**src/rtl/modport_ram.sv**
```systemverilog
// Simple dual-port RAM, reset-clearable, registered read (1-cycle latency), no backpressure.
// Define MODPORT_RAM_WR_BYPASS_EN for write-first same-address collisions (default read-first).
module modport_ram #(
  parameter int DEPTH  = 16,
  parameter int DWIDTH = 8,
  parameter int AWIDTH = $clog2(DEPTH)
) (
  input  logic              clk,
  input  logic              rst,
  input  logic              wr_enbl,
  input  logic [AWIDTH-1:0] wr_addr,
  input  logic [DWIDTH-1:0] wr_data,
  input  logic              rd_enbl,
  input  logic [AWIDTH-1:0] rd_addr,
  output logic [DWIDTH-1:0] rd_data
);

  logic [DWIDTH-1:0] mem_q [DEPTH];
  logic [DWIDTH-1:0] rd_data_q;
  logic [DWIDTH-1:0] rd_data_d;
  logic              wr_ok;
  logic              rd_ok;

  // Addresses at or above DEPTH exist only for non-power-of-two depths.
  assign wr_ok = wr_enbl && (int'(wr_addr) < DEPTH);
  assign rd_ok = int'(rd_addr) < DEPTH;

  always_comb begin
    rd_data_d = rd_data_q;
    if (rd_enbl) begin
      if (rd_ok) begin
        rd_data_d = mem_q[rd_addr];
      end else begin
        rd_data_d = '0;
      end
`ifdef MODPORT_RAM_WR_BYPASS_EN
      if (wr_ok && (wr_addr == rd_addr)) begin
        rd_data_d = wr_data;
      end
`endif
    end
  end

  always_ff @(posedge clk) begin
    if (!rst) begin
      for (int i = 0; i < DEPTH; i++) begin
        mem_q[i] <= '0;
      end
      rd_data_q <= '0;
    end else begin
      if (wr_ok) begin
        mem_q[wr_addr] <= wr_data;
      end
      rd_data_q <= rd_data_d;
    end
  end

  assign rd_data = rd_data_q;

endmodule

```
**config.mk**
```make
export PLATFORM = sky130hd
export DESIGN_NAME = modport_ram
export DESIGN_NICKNAME = d
export VERILOG_FILES = /design/src/rtl/modport_ram.sv
export SDC_FILE = /design/constraint.sdc
export NUM_CORES = 1
export LEC_CHECK = 0
export BUFFER_PORTS_ARGS = -buffer_cell sky130_fd_sc_hd__buf_4
export CORE_AREA = 2 2 87 130
export DETAILED_ROUTE_END_ITERATION = 8
export DIE_AREA = 0 0 89 132
export PLACE_DENSITY_LB_ADDON = 0.12
export SYNTH_ARGS = -nofsm -noshare
export SYNTH_HDL_FRONTEND = slang
export SYNTH_SLANG_ARGS = --single-unit
```
**constraint.sdc**
```tcl
create_clock -name clk -period 2.1 [get_ports clk]
set_input_delay 0.42 -clock clk [delete_from_list [all_inputs] [get_ports clk]]
set_output_delay 0.42 -clock clk [all_outputs]
set_load 0.1 [all_outputs]
```
### Yosys cells after proc, flatten, opt, wreduce, memory -nomap -nowiden

Memories as Yosys holds them, arrays and structs flattened. A register that Yosys moved wholly into a read port is not among the register bits.
Index checks and enable logic that the tools add are counted.

* reduce and logical (&&, ||, !) cells: 2
* muxes and demuxes: 7

Operators with widths (count)
* 2-to-1 mux 8 bit: 1
* OR reduction 8 bit: 1
* 2-to-1 mux 1 bit: 5
* 2-to-1 mux 4 bit: 1
* logical NOT 1 bit: 1

* flip-flop bits (word level): 0
* output and inout bits: 8
* input bits: 20
* word-level logic and storage cells: 10
* memories: 1
* memory bits (writable): 128

Memory list
* mem_q: words 16, width 8, read ports 1, clocked after memory_dff 1, write ports 16, RTL line 18 `logic [DWIDTH-1:0] mem_q [DEPTH];`

### Depth between registers and ports, before layout

Gate-level depths: netlist (run 1).

* depth in word-level cells: 5
* mapped depth: 6
* gate-level depth less buffers: 4

### Worst setup path before layout (run 1)

No wires, ideal clock.

* kind: input port to flip-flop
* start: in wr_addr[3]
* end: mem mem_q[2][0] (enable)
* path slack: 0.121 ns
* stages: 3
* arrival: 1.595 ns
* setup time: 0.384 ns
* cells stage by stage: or3_1 -> buf_4 -> o21ai_0

RTL lines
* start, declared: RTL line 11 `input logic [AWIDTH-1:0] wr_addr,`
* end, declared: RTL line 18

==> results of run 1 <==
[cells in the final DEF (no fill, tap or decap), types with 3 or more instances in the layout]
cell type and instances:
dfxtp_1 8, nor3_1 3, bufinv_16 4, nand2b_1 6, nand3_1 25, buf_4 55
a21oi_1 8, nor2_1 11, edfxtp_1 128, clkinvlp_4 3, mux2i_1 64, o21ai_0 12
nor2b_1 3, clkbuf_16 17, clkinv_2 5, nand2_1 19, a22oi_1 24, and2_1 129
[kinds of logic after synthesis]
kind of cell	after synthesis	share of synthesized area
buf+inv	26	0.0212
flops	136	0.641
mux	64	0.103
simple gates	204	0.190
compound gates	44	0.0449
[path summary, 6_finish.rpt]
kind	cells past startpoint	slack, ns	from	end
max	4	0.62	wr_addr[3]	mem_q[0][0]
min	4	0.44	rd_enbl	rd_data[2]
max reg2reg	4	1.01	mem_q[12][4]	rd_data[4]
min reg2reg	2	0.45	rd_data[2]	rd_data[2]
[flip-flops by register name (all words and copies together), names as in the netlist]
| name | count |
|---|---|
| mem_q | 128 |
| rd_data | 8 |
[metrics by stage]
| step | util | cell area (µm²) | total power, mW |
|---|---|---|---|
| after floorplan | - | 6240 | 3.59 |
| after global placement | 0.635 | 6720 | 3.77 |
| after detailed placement | 0.635 | 6720 | 3.79 |
| after CTS | 0.694 | 7350 | 6.84 |
| after global routing | 0.694 | 7350 | 7.03 |
| final | 0.694 | 7350 | 6.82 |
[power by group through the flow]
| stage | Combinational, mW | Sequential, mW | Clock, mW |
|---|---|---|---|
| 2_1_floorplan | 0.264 | 3.32 | 0 |
| 3_3_place_gp | 0.551 | 3.22 | 0 |
| 3_5_place_dp | 0.560 | 3.23 | 0 |
| 4_1_cts | 0.562 | 3.17 | 3.11 |
| 5_1_grt | 0.601 | 3.18 | 3.24 |
| 6_report | 0.560 | 3.17 | 3.09 |
[layout make-up]
cell class,instances,share of cell area
Clock buffer,19,0.0616
Clock inverter,13,0.0240
Multi-Input combinational cell,312,0.287
Sequential cell,136,0.544
Tap cell,144,0.0245
Timing Repair Buffer,56,0.0589
[layer usage]
layer	GRT usage	wire, µm	vias up
met5	0	0	-
met4	0.138	733	0
met3	0.0589	599	37
met2	0.345	5970	121
met1	0.280	4960	1776
li1	-	-	1819
[worst max-delay path, stage by stage]
cell,delay (ns)
buf_4,0.12
or3_1,0.49
nor3_4,0.16
nand2b_1,0.35
==> results.md, run 1 <==
- Count leader, synth: and2_1
- Yosys warnings: 0
- Clock network power share: 0.453
- TritonCTS clock tree: done
- Setup Fix Bufs, Post-CTS: 0
- Crit Path Class: in2reg
- Layout cell share with drive strength beyond 1: 0.172
- Antenna cells: 0
- H-tree depth: 4
- Row Count: 46
- Fmax: 0.676 GHz
- Final TNS setup: 0 ns
- ANT nets after route: 0
- Root Driver: clkbuf_16
- Fillers: 788
- Io pins: 28
- Clock buffer count from CTS: 17
- Wirelength, routed: 12.3 mm
- Routability Congestion: 0.807
- Grt ovf: 0
- Fin. max-slew vios: 0
- Setup ws final: 0.622 ns
- Tmin final: 1.48 ns
- Tot GR Track Use: 0.225
- Max IR drop VDD: 814 µV
- Synth area leaders: edfxtp_1, and2_1, mux2i_1
- Main synth FF type: edfxtp_1
- Footprint of the multi-input gates: 0.00211 mm²
- Post-synth top cells: and2_1, edfxtp_1, mux2i_1
- CTS max path bufs: 2
- Cell leakage power: 2.84 nW
- FFs w/ async S/R, synth: 0
- Post-CTS Resized: 0
- Syn_nets: 494
- Area of the mapped netlist: 0.00624 mm²
- Comb power frac: 0.082
- Die height: 132 µm
- Clock slew at reported path FFs: 0.06 ns
- Post-Synthesis Cells: 474
- Outcome: complete, no violations
- CTS sink cnt: 136
- Sequential Area: 0.00400 mm²
- #FFs+latches synth: 136
- Worst setup EP type: register
- Skew-Pair Late Insertion Delay: 0.41 ns
- Antenna violations before repair: 0
- # hold bufs at CTS: 0
- RSZ-0062 raised after global routing: no
- Switching share of total power: 0.217
- Via density: 5.52
- Vias in the first global route: 3795
- Final nets: 543
- Place WS: 0.210 ns
- Int Pwr: 5.34 mW
- Hold Crit Class: in2reg
- First-pass GRT wire length: 19.3 mm
- Seq/Total Area, Yosys: 0.641
- Post-Layout Cell Count: 680
- Initial core utilization: 0.590
- Die Area: 0.0117 mm²
- Largest net degree at the start of global routing: 25
- Tightest Pin Transition: 0.581 ns
- WL/cell: 18.0 µm
- Largest area contributor in the netlist: edfxtp_1
- EDFF count, synth: 128
- Power Dens Cells: 928 mW/mm²
- Die width: 89 µm
- Count of final hold-check violations: 0
- # port buffers: 27
- Dpl hpwl: 8.87 mm
- Flop pwr share: 0.464
- Required time of the critical path: 2.17 ns
- Dpl cells: 648
- Crit Path Max Fanout: 8
- Crit start category: input pin
- Core area: 0.0106 mm²
- Via count: 3753
- Endpoints failing setup: 0
- Yosys top cell area share: 0.616
- Final Skew: 0.00652 ns
- Max-cap violation count: 0
- Worst slew margin: 0.612
- NetSw: 1.48 mW
- Area growth from synthesis to layout: 17.8%
- Drt drc: 0
- Tcrit/Tclk final: 0.704
- Syn_area_per_cell: 13.2 µm²
- Hold slack final: 0.437 ns
- Distinct cells, synth: 24
- DR iter-0 viols: 297
- DR pass1 iterations: 6
- CP arrival: 1.55 ns
No activity file was read; power rests on OpenSTA's default activity.
==> run 2, diff against run 1 <==
- ABC_AREA: not set -> 1
- CORE_AREA: 2 2 87 130 -> 2 2 90 136
- DIE_AREA: 0 0 89 132 -> 0 0 92 138
- clock period: 2.1 -> 1.21 ns (I/O delays scaled with it)
==> run 2 against run 1 <==
Effect of this change:
- flip-flop and latch count is the same
- core utilization shrank 2.2 points
- critical endpoint is now rd_data[6]
- highest routed layer unchanged
- clock-buffer cell count shrank 1
- via count grew 28%
- sequential share of layout area shrank 3.1 points
- hold slack lost 0.23 ns
- largest power group is now the clock network
- register-to-register slack lost 0.93 ns
- combinational power grew 130%
- synthesized cell count grew 38%
- routed wire length grew 32%
- first-iteration DRC count grew 49%
==> results.md, run 2 <==
- Root Driver: clkbuf_16
- First-pass GRT wire length: 25.2 mm (+30%)
- Io pins: 28 (unchanged)
- DR WL met3: 1.26 mm (+110%)
- Worst slew margin: 0.761 (+0.149)
- Hold Crit Class: in2reg
- Top Metal Used: met4
- Max reg flops: 128 (unchanged)
- Max IR drop VDD: 989 µV (+22%)
- Syn_area_per_cell: 9.47 µm² (-28%)
- Crit Path Max Fanout: 2 (-6)
- Biggest register: mem_q
- Register-to-Register Path Depth: 8 (+4)
- # hold bufs at CTS: 0 (unchanged)
- CP Cell Sequence: buf_12
- Main synth FF type: edfxtp_1
- Post-synth top cells: nand2_1, nor2_1, edfxtp_1
- Die Area: 0.0127 mm² (+8.1%)
- Stages on worst setup path: 1 (-3)
- # port buffers: 27 (unchanged)
- Crit Path Class: reg2out
- Mux cell area share after synthesis: 0 (-0.103)
- Skew-Pair Late Insertion Delay: 0.41 ns (about the same)
- Clock buffer count from CTS: 17 (unchanged)
- Final TNS setup: 0 ns (unchanged)
- Drt drc: 0 (unchanged)
- Largest net degree at the start of global routing: 65 (+160%)
- DR iter-0 viols: 442 (+49%)
- Max-cap violation count: 0 (unchanged)
- Final nets: 730 (+34%)
- Fmax: 0.840 GHz
- H-tree depth: 4 (unchanged)
- DR pass1 iterations: 5 (-1)
- CP top delay family: flip-flops
- Distinct cells, synth: 13 (-46%)
- #FFs+latches synth: 136 (unchanged)
- RSZ-0062 raised after global routing: yes
- Via count: 4799 (+28%)
- Die height: 138 µm (+4.5%)
- Layout cell share with drive strength beyond 1: 0.211 (+0.0389)
- Required time of the critical path: 0.97 ns (-1.20 ns)
- Post-Synthesis Cells: 655 (+38%)
- TritonCTS clock tree: done
- Post-Layout Cell Count: 875 (+29%)
- Count leader, synth: nand2_1
- Cell leakage power: 3.30 nW (+16%)
- EDFF count, synth: 128 (unchanged)
- Cell area after placement: 0.00704 mm² (+4.7%)
- FFs w/ async S/R, synth: 0 (unchanged)
- Slowest stage delay, CP: 0.37 ns (-0.12 ns)
- Outcome: complete, no violations
- Largest family of logic cells by synthesized area: simple AND/OR/NAND/NOR gates
- Total power: 12.6 mW (+84%)
- ANT nets after route: 0 (unchanged)
- CTS max path bufs: 2 (unchanged)
- Vias in the first global route: 4667 (+23%)
- Yosys top cell area share: 0.619 (+0.00385)
- CP Buf/Inv Count: 1 (unchanged)
- Post-synthesis xor/xnor area fraction: 0 (unchanged)
- Commonest non-fill, non-tap cell in the layout: nand2_1
- Syn_nets: 675 (+37%)
- Antenna violations before repair: 0 (unchanged)
- Worst Hold Depth: 4 (unchanged)
- Tot GR Track Use: 0.269 (+0.0441)
- DRT met1 WL: 6.04 mm (+22%)
- Synth area leaders: edfxtp_1, nand2_1, nor2_1
- Core area: 0.0116 mm² (+10%)
- Power Dens Cells: 1610 mW/mm² (+73%)
- Tcrit/Tclk final: 0.984
- Antenna cells: 0 (unchanged)
- Fillers: 921 (+17%)
- Routability Congestion: 0.878 (+8.8%)
- Final Skew: 0.00558 ns (-0.000943 ns)
- Most frequent cells in the layout: nand2_1, nor2_1, edfxtp_1, nand3_1, buf_4
- Endpoints failing setup: 0 (unchanged)
- Die width: 92 µm (+3.4%)
- Met2 wire length: 8.31 mm (+39%)
- Finished Cell Area: 0.00783 mm² (+6.4%)
- CTS sink cnt: 136 (unchanged)
- Post-synthesis simple-gate area fraction: 0.312 (+0.122)
- Adder-cell share of the synthesized area: 0 (unchanged)
- Count of final hold-check violations: 0 (unchanged)
- Yosys warnings: 0 (unchanged)
- Via density: 5.48 (-0.63%)
- Clock slew at reported path FFs: 0.06 ns (about the same)
- R2R setup slack: 0.08 ns (-0.93 ns)
- Initial core utilization: 0.533 (-0.0569)
- Area growth from synthesis to layout: 26.1%
- Dpl cells: 844 (+30%)
- Tmin final: 1.19 ns
- Row Count: 49 (+6.5%)
- CP arrival: 0.95 ns (-0.60 ns)
- Grt ovf: 0 (unchanged)
- Synth Area in Compound Gates: 0 (-0.0449)
- Worst setup EP type: output pin
- Largest area contributor in the netlist: edfxtp_1
- WL/cell: 18.6 µm (+2.9%)
- Dpl hpwl: 10.8 mm (+22%)
- Area of the mapped netlist: 0.00620 mm² (-0.62%)
- Fin. max-slew vios: 0 (unchanged)
- Slowest cell on crit path: dfxtp_4
- Tightest Pin Transition: 0.357 ns (-0.224 ns)
- Seq/Total Area, Yosys: 0.645 (+0.00401)
- Crit start category: register
- Wirelength, routed: 16.3 mm (+32%)
## run 2: changes by cell type after synthesis, sizes merged, moves of 2 or more
cell | previous run | this run
o21ai | 12 | 0
a22oi | 24 | 0
nor2 | 14 | 147
a21oi | 8 | 0
nand4b | 2 | 0
buf | 12 | 22
mux2i | 64 | 0
nand3 | 25 | 104
inv | 0 | 26
nor2b | 3 | 0
and2 | 129 | 0
nand2 | 19 | 202
nand2b | 6 | 0
## run 2: path summary, 6_finish.rpt
path / endpoint / from
worst max-delay path: rd_data[6] / rd_data[6]
worst min register to register: rd_data[2] / rd_data[2]
worst min-delay path: rd_data[5] / rd_enbl
worst max register to register: rd_data[0] / mem_q[12][0]
## run 2: area by class of cell
class / count / area (µm²) / share of cell area
multi-input cells: 457 / 2060 / 0.263
repair buffers: 72 / 803 / 0.103
inverters: 26 / 97.6 / 0.0125
flip-flops and latches: 136 / 4020 / 0.514
clock inverters: 13 / 226 / 0.0289
well taps: 153 / 191 / 0.0245
clock buffers: 18 / 429 / 0.0548
## run 2: logic make-up after synthesis
family	after synthesis
simple gates	457
flops	136
buf+inv	62
## run 2: repair_timing
item / in CTS / in global routing
endpoints found under the setup margin: 8 / 11
pin swaps: 0 / 0
setup buffers: 0 / 0
gates resized for setup: 20 / 12
## run 2: routing by layer
metal  vias up  GRT usage
met1      2251      0.340
li1       2271          -
met5         -          0
met4         0      0.142
met3        45     0.0490
met2       232      0.440
## run 2: power by group
group | switching (mW) | internal, mW
combinational | 0.863 | 0.442
clock | 1.91 | 3.84
sequential | 0.104 | 5.42
## run 2: through the flow
stage / hold slack (ns) / util / worst slack, ns
after global placement: 0.532 / 0.604 / -0.178
after CTS: 0.199 / 0.667 / 0.00363
after global routing: 0.244 / 0.672 / -0.00755
final: 0.206 / 0.672 / 0.0197
after floorplan: 0.518 / - / -0.175
after detailed placement: 0.535 / 0.604 / -0.189
==> run 3, diff against run 2 <==
==> constraint.sdc (replaced) <==
create_clock -name clk -period 1.21 [get_ports clk]
set_input_delay 0.363 -clock clk [delete_from_list [all_inputs] [get_ports clk]]
set_output_delay 0.363 -clock clk [all_outputs]
set_load 0.1 [all_outputs]
==> run 3 against run 2 <==
Effect of this change:
- the flow now finishes with violations (negative setup slack)
- clock power is 9.2% lower
- die area stayed put
- hold slack better by 0.11 ns
- combinational power hardly changed
- register-to-register slack hardly changed
- global-route usage is 0.52 points lower
- power is 4.2% lower
- via count is 0.96% lower
- first-iteration DRC count is 23% lower
- final cell count is 0.34% higher
- setup slack worse by 0.13 ns
- critical endpoint unchanged
- highest routed layer unchanged
==> results.md, run 3 (synthesized netlist as in run 2, its figures left out) <==
- Total power: 12.1 mW (-4.2%)
- Die Area: 0.0127 mm² (unchanged)
- R2R setup slack: 0.07 ns (about the same)
- Int Pwr: 9.10 mW (-6.2%)
- Max reg flops: 128 (unchanged)
- Fillers: 921 (unchanged)
- Hold Crit Class: in2reg
- Antenna cells: 0 (unchanged)
- DR pass1 iterations: 5 (unchanged)
- Outcome: finished with violations
- Grt ovf: 0 (unchanged)
- CP Cell Sequence: buf_12
- Biggest register: mem_q
- Routability Congestion: 0.987 (+12%)
- Clock network power share: 0.434 (-0.023)
- Endpoints failing setup: 8 (+8)
- Vias in the first global route: 4750 (+1.8%)
- Die width: 92 µm (unchanged)
- Max-cap violation count: 0 (unchanged)
- CP arrival: 0.96 ns (about the same)
- Antenna violations before repair: 0 (unchanged)
- Via density: 5.41 (-1.3%)
- Wirelength, routed: 16.0 mm (-1.5%)
- Hold Startpoint: rd_enbl
- Largest net degree at the start of global routing: 63 (-3.1%)
- Switching share of total power: 0.245 (+0.0161)
- Tcrit/Tclk final: 1.09 (+0.110)
- Area growth from synthesis to layout: 25.6%
- Commonest non-fill, non-tap cell in the layout: nand2_1
- First-pass GRT wire length: 24.6 mm (-2.3%)
- Failing checks: negative setup slack
- Via count: 4753 (-0.96%)
- Initial core utilization: 0.533 (unchanged)
- Fin. max-slew vios: 0 (unchanged)
- Core area: 0.0116 mm² (unchanged)
- # port buffers: 27 (unchanged)
- Skew-Pair Late Insertion Delay: 0.43 ns (+0.02 ns)
- Cell leakage power: 3.27 nW (-0.64%)
- NetSw: 2.95 mW (+2.6%)
- Fmax: 0.756 GHz (-10%)
- Most frequent cells in the layout: nand2_1, nor2_1, edfxtp_1, nand3_1, buf_4
- CTS max path bufs: 2 (unchanged)
- Count of final hold-check violations: 0 (unchanged)
- Dpl hpwl: 10.9 mm (+0.71%)
- Crit start category: register
- Layout cell share with drive strength beyond 1: 0.212 (+0.00189)
- Final Skew: 0.00729 ns (+0.00172 ns)
- Clock buffer count from CTS: 17 (unchanged)
- Crit Path Max Fanout: 2 (unchanged)
- WL/cell: 18.2 µm (-1.9%)
- H-tree depth: 4 (unchanged)
- Final nets: 732 (+0.27%)
- Row Count: 49 (unchanged)
- CTS sink cnt: 136 (unchanged)
- DR iter-0 viols: 339 (-23%)
- Flop pwr share: 0.457 (+0.018)
- Final TNS setup: -0.833 ns (-0.833 ns)
- CP startpoint: rd_data[6]
- Root Driver: clkbuf_16
- Worst slew margin: 0.639 (-0.122)
- CP Buf/Inv Count: 1 (unchanged)
- Slowest cell on crit path: dfxtp_2
- TritonCTS clock tree: done
- Drt drc: 0 (unchanged)
- Io pins: 28 (unchanged)
- Setup ws final: -0.113 ns (-0.133 ns)
- Reg-to-reg startpoint: mem_q[11][3]
- Tmin final: 1.32 ns (+0.133 ns)
- Required time of the critical path: 0.85 ns (-0.12 ns)
- Comb power frac: 0.109 (+0.005)
- Max IR drop VDD: 1080 µV (+9.0%)
- CP top delay family: flip-flops
- RSZ-0062 raised after global routing: yes
- ANT nets after route: 0 (unchanged)
- Tot GR Track Use: 0.264 (-0.00521)
- Die height: 138 µm (unchanged)
- Power Dens Cells: 1550 mW/mm² (-3.8%)
- Worst setup EP type: output pin
- Crit Path Class: reg2out
- # hold bufs at CTS: 0 (unchanged)
- Slowest stage delay, CP: 0.36 ns (about the same)
- Clock slew at reported path FFs: 0.06 ns (about the same)
- Tightest Pin Transition: 0.541 ns (+0.184 ns)
run 3: cell count changes in the layout (fill, tap and decap cells not counted), sizes merged:
cell	change
clkinvlp	+1
bufinv	-3
clkinv	+3
inv	+1
clkbuf	-1
buf	+2
run 3: power by group through the flow:
| stage | clock network, mW | logic (mW) | registers (mW) |
|---|---|---|---|
| after detailed placement | 0 | 1.24 | 5.60 |
| after global routing | 5.46 | 1.41 | 5.54 |
| after floorplan | 0 | 0.648 | 5.73 |
| final | 5.23 | 1.31 | 5.52 |
| after global placement | 0 | 1.22 | 5.59 |
| after CTS | 5.27 | 1.30 | 5.52 |
run 3: path summary, 6_finish.rpt:
path	end	depth (start not counted)
worst max-delay path	rd_data[6]	1
worst min-delay path	rd_data[4]	4
worst max register to register	rd_data[3]	8
worst min register to register	rd_data[6]	4
run 3: through the flow:
step | setup slack [ns] | util | hold slack, ns | cell area, µm² | std cells
after global routing | -0.136 | 0.669 | 0.331 | 7790 | 878
final | -0.113 | 0.669 | 0.316 | 7790 | 878
after detailed placement | -0.313 | 0.606 | 0.541 | 7060 | 845
after CTS | -0.124 | 0.666 | 0.304 | 7760 | 877
after global placement | -0.298 | 0.606 | 0.535 | 7060 | 845
after floorplan | -0.296 | - | 0.639 | 6390 | 655
run 3: routing by layer:
metal / share of wire / global-route usage
met1: 0.38 / 0.309
met2: 0.53 / 0.457
met3: 0.063 / 0.0638
met4: 0.030 / 0.115
met5: 0 / 0
run 3: worst min-delay path, stage by stage:
cell     delay, ns
buf_4         0.17
nand3_1       0.09
nand2_1       0.04
inv_1         0.04
run 3: repair_timing:
action / CTS / global route
gates resized for setup: 24 / 6
cloned: 0 / 0
endpoints found under the setup margin: 8 / 10
buffers inserted: 0 / 1
pin swaps: 0 / 0
run 3: layout make-up:
type                    instances  area [µm²]  share of cell area
flip-flops and latches        136        4020               0.516
multi-input cells             457        2050               0.263
repair buffers                 74         831               0.107
clock buffers                  17         425              0.0546
well taps                     153         191              0.0246
clock inverters                15         176              0.0226
inverters                      26         100              0.0128
